File: src/rtl/seq_mult_iter.sv
// Iterative shift-and-add multiplier: one partial product per clock, signed or
// unsigned operands selected per operation, start/busy/done handshake.
module seq_mult_iter #(
    parameter int WIDTH = 8,
    parameter int CNT_W = $clog2(WIDTH) + 1
) (
    input  logic                 clk,
    input  logic                 rst,
    input  logic                 start,
    input  logic                 signed_mode,
    input  logic [WIDTH-1:0]     ain,
    input  logic [WIDTH-1:0]     bin,
    output logic                 busy,
    output logic                 done,
    output logic [2*WIDTH-1:0]   prodout
);

    typedef enum logic [1:0] {
        IDLE = 2'd0,
        RUN  = 2'd1,
        DONE = 2'd2
    } state_t;

    localparam logic [WIDTH-1:0]   ONE_W    = WIDTH'(1'b1);
    localparam logic [2*WIDTH-1:0] ONE_P    = (2*WIDTH)'(1'b1);
    localparam logic [CNT_W-1:0]   ONE_C    = CNT_W'(1'b1);
    localparam logic [CNT_W-1:0]   LAST_CNT = CNT_W'(WIDTH - 1);

    state_t               state_r;
    logic [WIDTH-1:0]     mcand_r;
    logic [2*WIDTH:0]     acc_r;      // {upper half with carry, multiplier bits}
    logic                 neg_r;
    logic [CNT_W-1:0]     cnt_r;

    logic [WIDTH-1:0]     addend_s;
    logic [WIDTH:0]       sum_s;
    logic [2*WIDTH:0]     acc_next_s;
    logic [2*WIDTH-1:0]   prod_s;

    // |v| for two's complement operands; the most negative value maps onto itself
    // and is correct when read back as an unsigned magnitude.
    function automatic logic [WIDTH-1:0] magnitude(input logic [WIDTH-1:0] v, input logic sm);
        if (sm && v[WIDTH-1]) begin
            magnitude = ~v + ONE_W;
        end else begin
            magnitude = v;
        end
    endfunction

    // One shift-and-add step plus the sign-corrected product of the final step.
    always_comb begin
        addend_s   = {WIDTH{1'b0}};
        sum_s      = {(WIDTH+1){1'b0}};
        acc_next_s = {(2*WIDTH+1){1'b0}};
        prod_s     = {(2*WIDTH){1'b0}};
        if (acc_r[0]) begin
            addend_s = mcand_r;
        end else begin
            addend_s = {WIDTH{1'b0}};
        end
        sum_s      = acc_r[2*WIDTH:WIDTH] + {1'b0, addend_s};
        acc_next_s = {1'b0, sum_s, acc_r[WIDTH-1:1]};
        if (neg_r) begin
            prod_s = ~acc_next_s[2*WIDTH-1:0] + ONE_P;
        end else begin
            prod_s = acc_next_s[2*WIDTH-1:0];
        end
    end

    // Control FSM, datapath registers and registered handshake outputs.
    always_ff @(posedge clk) begin
        if (rst) begin
            state_r <= IDLE;
            mcand_r <= {WIDTH{1'b0}};
            acc_r   <= {(2*WIDTH+1){1'b0}};
            neg_r   <= 1'b0;
            cnt_r   <= {CNT_W{1'b0}};
            busy    <= 1'b0;
            done    <= 1'b0;
            prodout <= {(2*WIDTH){1'b0}};
        end else begin
            case (state_r)
                IDLE, DONE: begin
                    done <= 1'b0;
                    if (start) begin
                        mcand_r <= magnitude(ain, signed_mode);
                        acc_r   <= {{(WIDTH+1){1'b0}}, magnitude(bin, signed_mode)};
                        neg_r   <= signed_mode & (ain[WIDTH-1] ^ bin[WIDTH-1]);
                        cnt_r   <= {CNT_W{1'b0}};
                        busy    <= 1'b1;
                        state_r <= RUN;
                    end else begin
                        busy    <= 1'b0;
                        state_r <= IDLE;
                    end
                end
                RUN: begin
                    acc_r <= acc_next_s;
                    cnt_r <= cnt_r + ONE_C;
                    if (cnt_r == LAST_CNT) begin
                        prodout <= prod_s;
                        busy    <= 1'b0;
                        done    <= 1'b1;
                        state_r <= DONE;
                    end else begin
                        busy    <= 1'b1;
                        done    <= 1'b0;
                        state_r <= RUN;
                    end
                end
                default: begin
                    busy    <= 1'b0;
                    done    <= 1'b0;
                    state_r <= IDLE;
                end
            endcase
        end
    end

endmodule

File: config.mk
export PLATFORM = sky130hd
export DESIGN_NAME = seq_mult_iter
export DESIGN_NICKNAME = d
export VERILOG_FILES = /design/src/rtl/seq_mult_iter.sv
export SDC_FILE = /design/constraint.sdc
export NUM_CORES = 1
export LEC_CHECK = 0
export BUFFER_PORTS_ARGS = -buffer_cell sky130_fd_sc_hd__clkbuf_2
export CELL_PAD_IN_SITES_DETAIL_PLACEMENT = 1
export CELL_PAD_IN_SITES_GLOBAL_PLACEMENT = 2
export CORE_ASPECT_RATIO = 1.25
export CORE_MARGIN = 2
export CORE_UTILIZATION = 32
export DETAILED_ROUTE_END_ITERATION = 16
export PLACE_DENSITY = 0.85
export SLEW_MARGIN = 10
export SYNTH_ARGS = -nofsm -noshare
export SYNTH_HDL_FRONTEND = slang
export SYNTH_SLANG_ARGS = --single-unit
File: constraint.sdc
create_clock -name clk -period 4.75 [get_ports clk]
set_clock_uncertainty 0.2 [all_clocks]
set_input_delay 0.2375 -clock clk [delete_from_list [all_inputs] [get_ports clk]]
set_output_delay 0.2375 -clock clk [all_outputs]
set_load 0.005 [all_outputs]
# == Word level (Yosys, flattened, before mapping) ==
# Index checks and enable logic that the tools add are counted.
# totals
wordCells,47
register_bits,50
# op_classes
muxes,15
bitwise_logic,6
addsub,5
n_eq_ne,4
n_reduce_logical,9
# ops
cell,count
$pmux W17 S2,1
$mux W8,3
$mux W17,1
$add A16 B1 Y16 const B,1
$add A8 B1 Y8 const B,2
$mux W16,1
$not A16 Y16,1
$not A8 Y8,2
$add A9 B8 Y9,1
$pmux W4 S2,1
$reduce_and A2 Y1,3
$add A4 B1 Y4 const B,1
$eq A4 B3 Y1 const B,1
$mux W1,4
$mux W4,1
$pmux W2 S2,1
$reduce_or A2 Y1,2
$eq A2 B1 Y1 const B,1
$eq A2 B2 Y1 const B,1
$logic_and A1 B1 Y1,2
$logic_not A2 Y1,1
$mux W2,1
$ne A2 B2 Y1 const B,1
$pmux W1 S2,1
4 further kinds,4

# == Depth between registers and ports, before layout ==
# depth
depth_word,5
depth_mapped,9
depth_no_buf,9

# == Least setup slack after synthesis ==
# No wires, ideal clock.
# synth_timing
path_type,flip-flop to flip-flop
startpoint,register acc_r[0]
endpoint,register prodout[13]
path_stages_with_launch,10
t_arrival_ns,2.546
t_required_ns,4.447
period_less_slack_ns,2.849
slack_ns,1.901
path_buffers,0
setup_time_ns,0.103
cell_sequence,dfxtp_1 -> and2_1 -> ha_1 -> fa_1 -> or4_1 -> or2_4 -> a21oi_2 -> and3b_2 -> nor2_1 -> a2111oi_2
# synth_between
elab_chain_cells,5
# synth_lines
element,line_no,source
from (decl),31,logic [2*WIDTH:0] acc_r;
from (signal assigned),75,acc_r <= {(2*WIDTH+1){1'b0}};
from (signal assigned),87,"acc_r <= {{(WIDTH+1){1'b0}}, magnitude(bin, signed_mode)};"
from (signal assigned),98,acc_r <= acc_next_s;
$mux W8 *,56,if (acc_r[0]) begin
$add A9 B8 Y9 *,61,"sum_s = acc_r[2*WIDTH:WIDTH] + {1'b0, addend_s};"
$not A16 Y16,64,prod_s = ~acc_next_s[2*WIDTH-1:0] + ONE_P;
$add A16 B1 Y16,64,
$mux W16 *,63,if (neg_r) begin
to (signal assigned),80,prodout <= {(2*WIDTH){1'b0}};
to (signal assigned),101,prodout <= prod_s;
to (decl),15,output logic [2*WIDTH-1:0] prodout
# Mark *: on every way between the ends. The rest lies on a longest branch, timed or not.
# A chain may end at the register's enable or synchronous reset.

# == Final worst setup path ==
# Ends and elaborated chain as after synthesis.

==> metrics.txt <==
slew at the pin with the worst max-slew slack 1.04 ns; total negative setup slack 0 ns; antenna violations before repair 0; Psw 249 uW; Inserted Clock Buffers 5; setup repair after global routing missed its margin false; Cells after Synth 354; nets in the synthesized netlist 387; final routed DRC violation total 0; dominant combinational cell family by area after synthesis simple AND/OR/NAND/NOR gates; core footprint 0.00861 mm2; DIE HEIGHT 109 um; number of synthesized flops with an enable pin 0; # resized after CTS 0; Avg Synthesized Cell Area 7.91 um2; initial cell density of the core 0.325; cell internal pwr 628 uW; maximum number of buffers from clock root to sink 2; post-synthesis compound-gate area fraction 0.234; Seq cells post-synth 48; DR vias 2,598; number of antenna-violating nets in the routed design 0; switching power share of the total 0.284; drt total wl 7.15 mm; distinct cell type count after synthesis 51; worst rel slew slack 0.309; Hold Path Class input pin to flop; cell chosen for the clock root clkbuf_8; synthesized area 0.00280 mm2; critical path class flop to flop; reg2reg setup slack 1.70 ns; Layout Area Growth over Synthesis 15.2%; async set or reset register ratio after synthesis 0; 1st-pass router iterations 4; simple-gate share of the synthesized area 0.259; Main synth FF type dfxtp_1; portion of total power attributed to combinational logic 0.157; Tmin final 3.05 ns; area of the die 0.00952 mm2; clock sink count 48; total of buffers placed on input and output ports 37; number of standard-cell rows in the floorplan 38; Total GRT Usage 0.157; final max-slew violation count 0; Starting DRT DRC Count 63; Highest Clock Rate 328 MHz; I/O pin count 38; adder-cell share of the synthesized area 0.0608; clock transition time at the flip-flop clock pins of the worst setup and hold paths 0.09 ns; Horiz. Die Dim 87.7 um; critical path endpoint category flop; endpoint of the worst register-to-register path prodout[13]; Seq pwr share 0.491; critical path data arrival time 3.05 ns; total inserted antenna cells 0; post-DR vias/cell 5.12; termination of the worst setup path prodout[13]; number of max-cap violations 0; wire length of the first global-routing pass 12.1 mm; startpoint class of the critical path flop; post-synthesis xor/xnor area fraction 0.0657; DPL Wire Length 5.38 mm; outcome complete, no violations; TritonCTS clock tree yes; final std cells w/o fill 507; layout cell share with drive strength beyond 1 0.152; synth warn 0; vias in the first global route 2,556; final number of setup-violating endpoints 0; Fin. Hold Viols 0; largest net degree at the start of global routing 51; final critical-path share of the clock period 0.641; clock insertion delay at the later pin of the skew report 0.31 ns; VDD IR-drop max 0.000128 V; Worst Setup SP acc_r[0]; Required @ worst endpoint 4.75 ns; worst reg2reg path startpoint acc_r[0]; GP Congestion 0.815; count of cells along the worst hold path 3; clock network fraction of total power 0.351; placed cell count 498; number of H-tree branching levels 2; LEAKAGE 0.00131 uW; average detailed-routed wire length per instance 14.1 um; maximum net fanout on the critical path 9; post-synthesis mux area share 0.00358; proportion of synthesized chip area in sequential cells 0.343; Post-layout nets 419; sum of overflow across all layers after global routing 0; R2R cell count 9; ratio of total power to cell area 272 mW/mm2; Util after Layout 0.375
==> flip-flops by register name, summed over array words and instances, names as in the netlist <==
name	cells
acc_r	16
prodout	16
mcand_r	8
cnt_r	4
state_r	2
done	1
neg_r	1
==> cells in the final DEF (no fill, tap or decap), drive strengths merged, types with 7 or more instances in the layout <==
| cell type | netlist | final |
|---|---|---|
| a22oi | 13 | 13 |
| xor2 | 17 | 17 |
| clkbuf | 16 | 42 |
| and2 | 9 | 9 |
| o21ai | 12 | 12 |
| a211oi | 17 | 17 |
| ha | 12 | 12 |
| nor3 | 10 | 10 |
| nand2 | 31 | 31 |
| nor2 | 54 | 54 |
| dfxtp | 48 | 48 |
| a21oi | 26 | 26 |
| nand3 | 12 | 12 |
| inv | 8 | 9 |
| or2 | 7 | 7 |
==> logic make-up after synthesis <==
logic type	after synthesis
DFF	48
and+or+nand+nor	149
muxes	1
AOI/OAI and AO/OA	97
buffers and inverters	25
xor gates and xnor gates	21
adders and majority gates	13
==> per-layer routing <==
metal / track usage / part of all wire
met1: 0.197 / 0.47
met3: 0.0206 / 0.019
met4: 0.0396 / 0.012
met5: 0 / 0
met2: 0.281 / 0.50
==> power by group through the flow <==
stage                     Clock, uW  Combinational, uW  Sequential (uW)
after detailed placement          0                139              440
after floorplan                   0                100              434
after CTS                       316                141              431
after global routing            333                158              434
after global placement            0                136              439
final                           308                138              431
==> synth_stat cells (8+ instances only) <==
cell	instances	area [um2]
a211oi_1	17	128
a21oi_1	25	125
a22oi_1	13	97.6
and2_1	9	56.3
clkbuf_1	16	60.1
dfxtp_1	48	961
ha_1	12	150
inv_1	8	30.0
nand2_1	31	116
nand3_1	12	60.1
nor2_1	54	203
nor3_1	9	45.0
o21ai_0	12	60.1
xor2_1	17	149
==> how the worst min path moves through the flow <==
stage | end | from
2_1_floorplan | done | rst
3_3_place_gp | prodout[9] | prodout[9]
3_5_place_dp | prodout[9] | prodout[9]
4_1_cts | mcand_r[1] | ain[1]
5_1_grt | mcand_r[1] | ain[1]
6_report | mcand_r[1] | ain[1]
==> through the flow <==
stage	hold WS, ns	power (uW)	area [um2]	setup WS [ns]
2_1_floorplan	0.167	534	2800	1.90
3_3_place_gp	0.240	576	3100	1.81
3_5_place_dp	0.244	579	3100	1.69
4_1_cts	0.00685	888	3230	1.67
5_1_grt	0.0129	925	3230	1.40
6_report	0.00881	877	3230	1.70
==> what timing repair did <==
action,4_1_cts,5_1_grt
hold buffers,1,0
endpoints found under the hold margin,1,0
setup endpoints to repair,0,0
setup buffers,0,0
==> area by class of cell <==
cell class,instances,area [um2]
fill,1085,5380
clock inverter,3,46.3
tap,120,150
sequential,48,961
multi-input combinational,281,1740
timing repair buffer,42,225
inverter,8,30.0
clock buffer,5,68.8
==> critical path, stage by stage, from the launching register on <==
cell,delay (ns)
dfxtp_1,0.43
and2_1,0.17
ha_1,0.20
fa_1,0.47
or4_1,0.50
or2_4,0.25
a21oi_2,0.11
and3b_2,0.21
nor2_1,0.06
a2111oi_2,0.32
No activity file was read; power rests on OpenSTA's default activity.
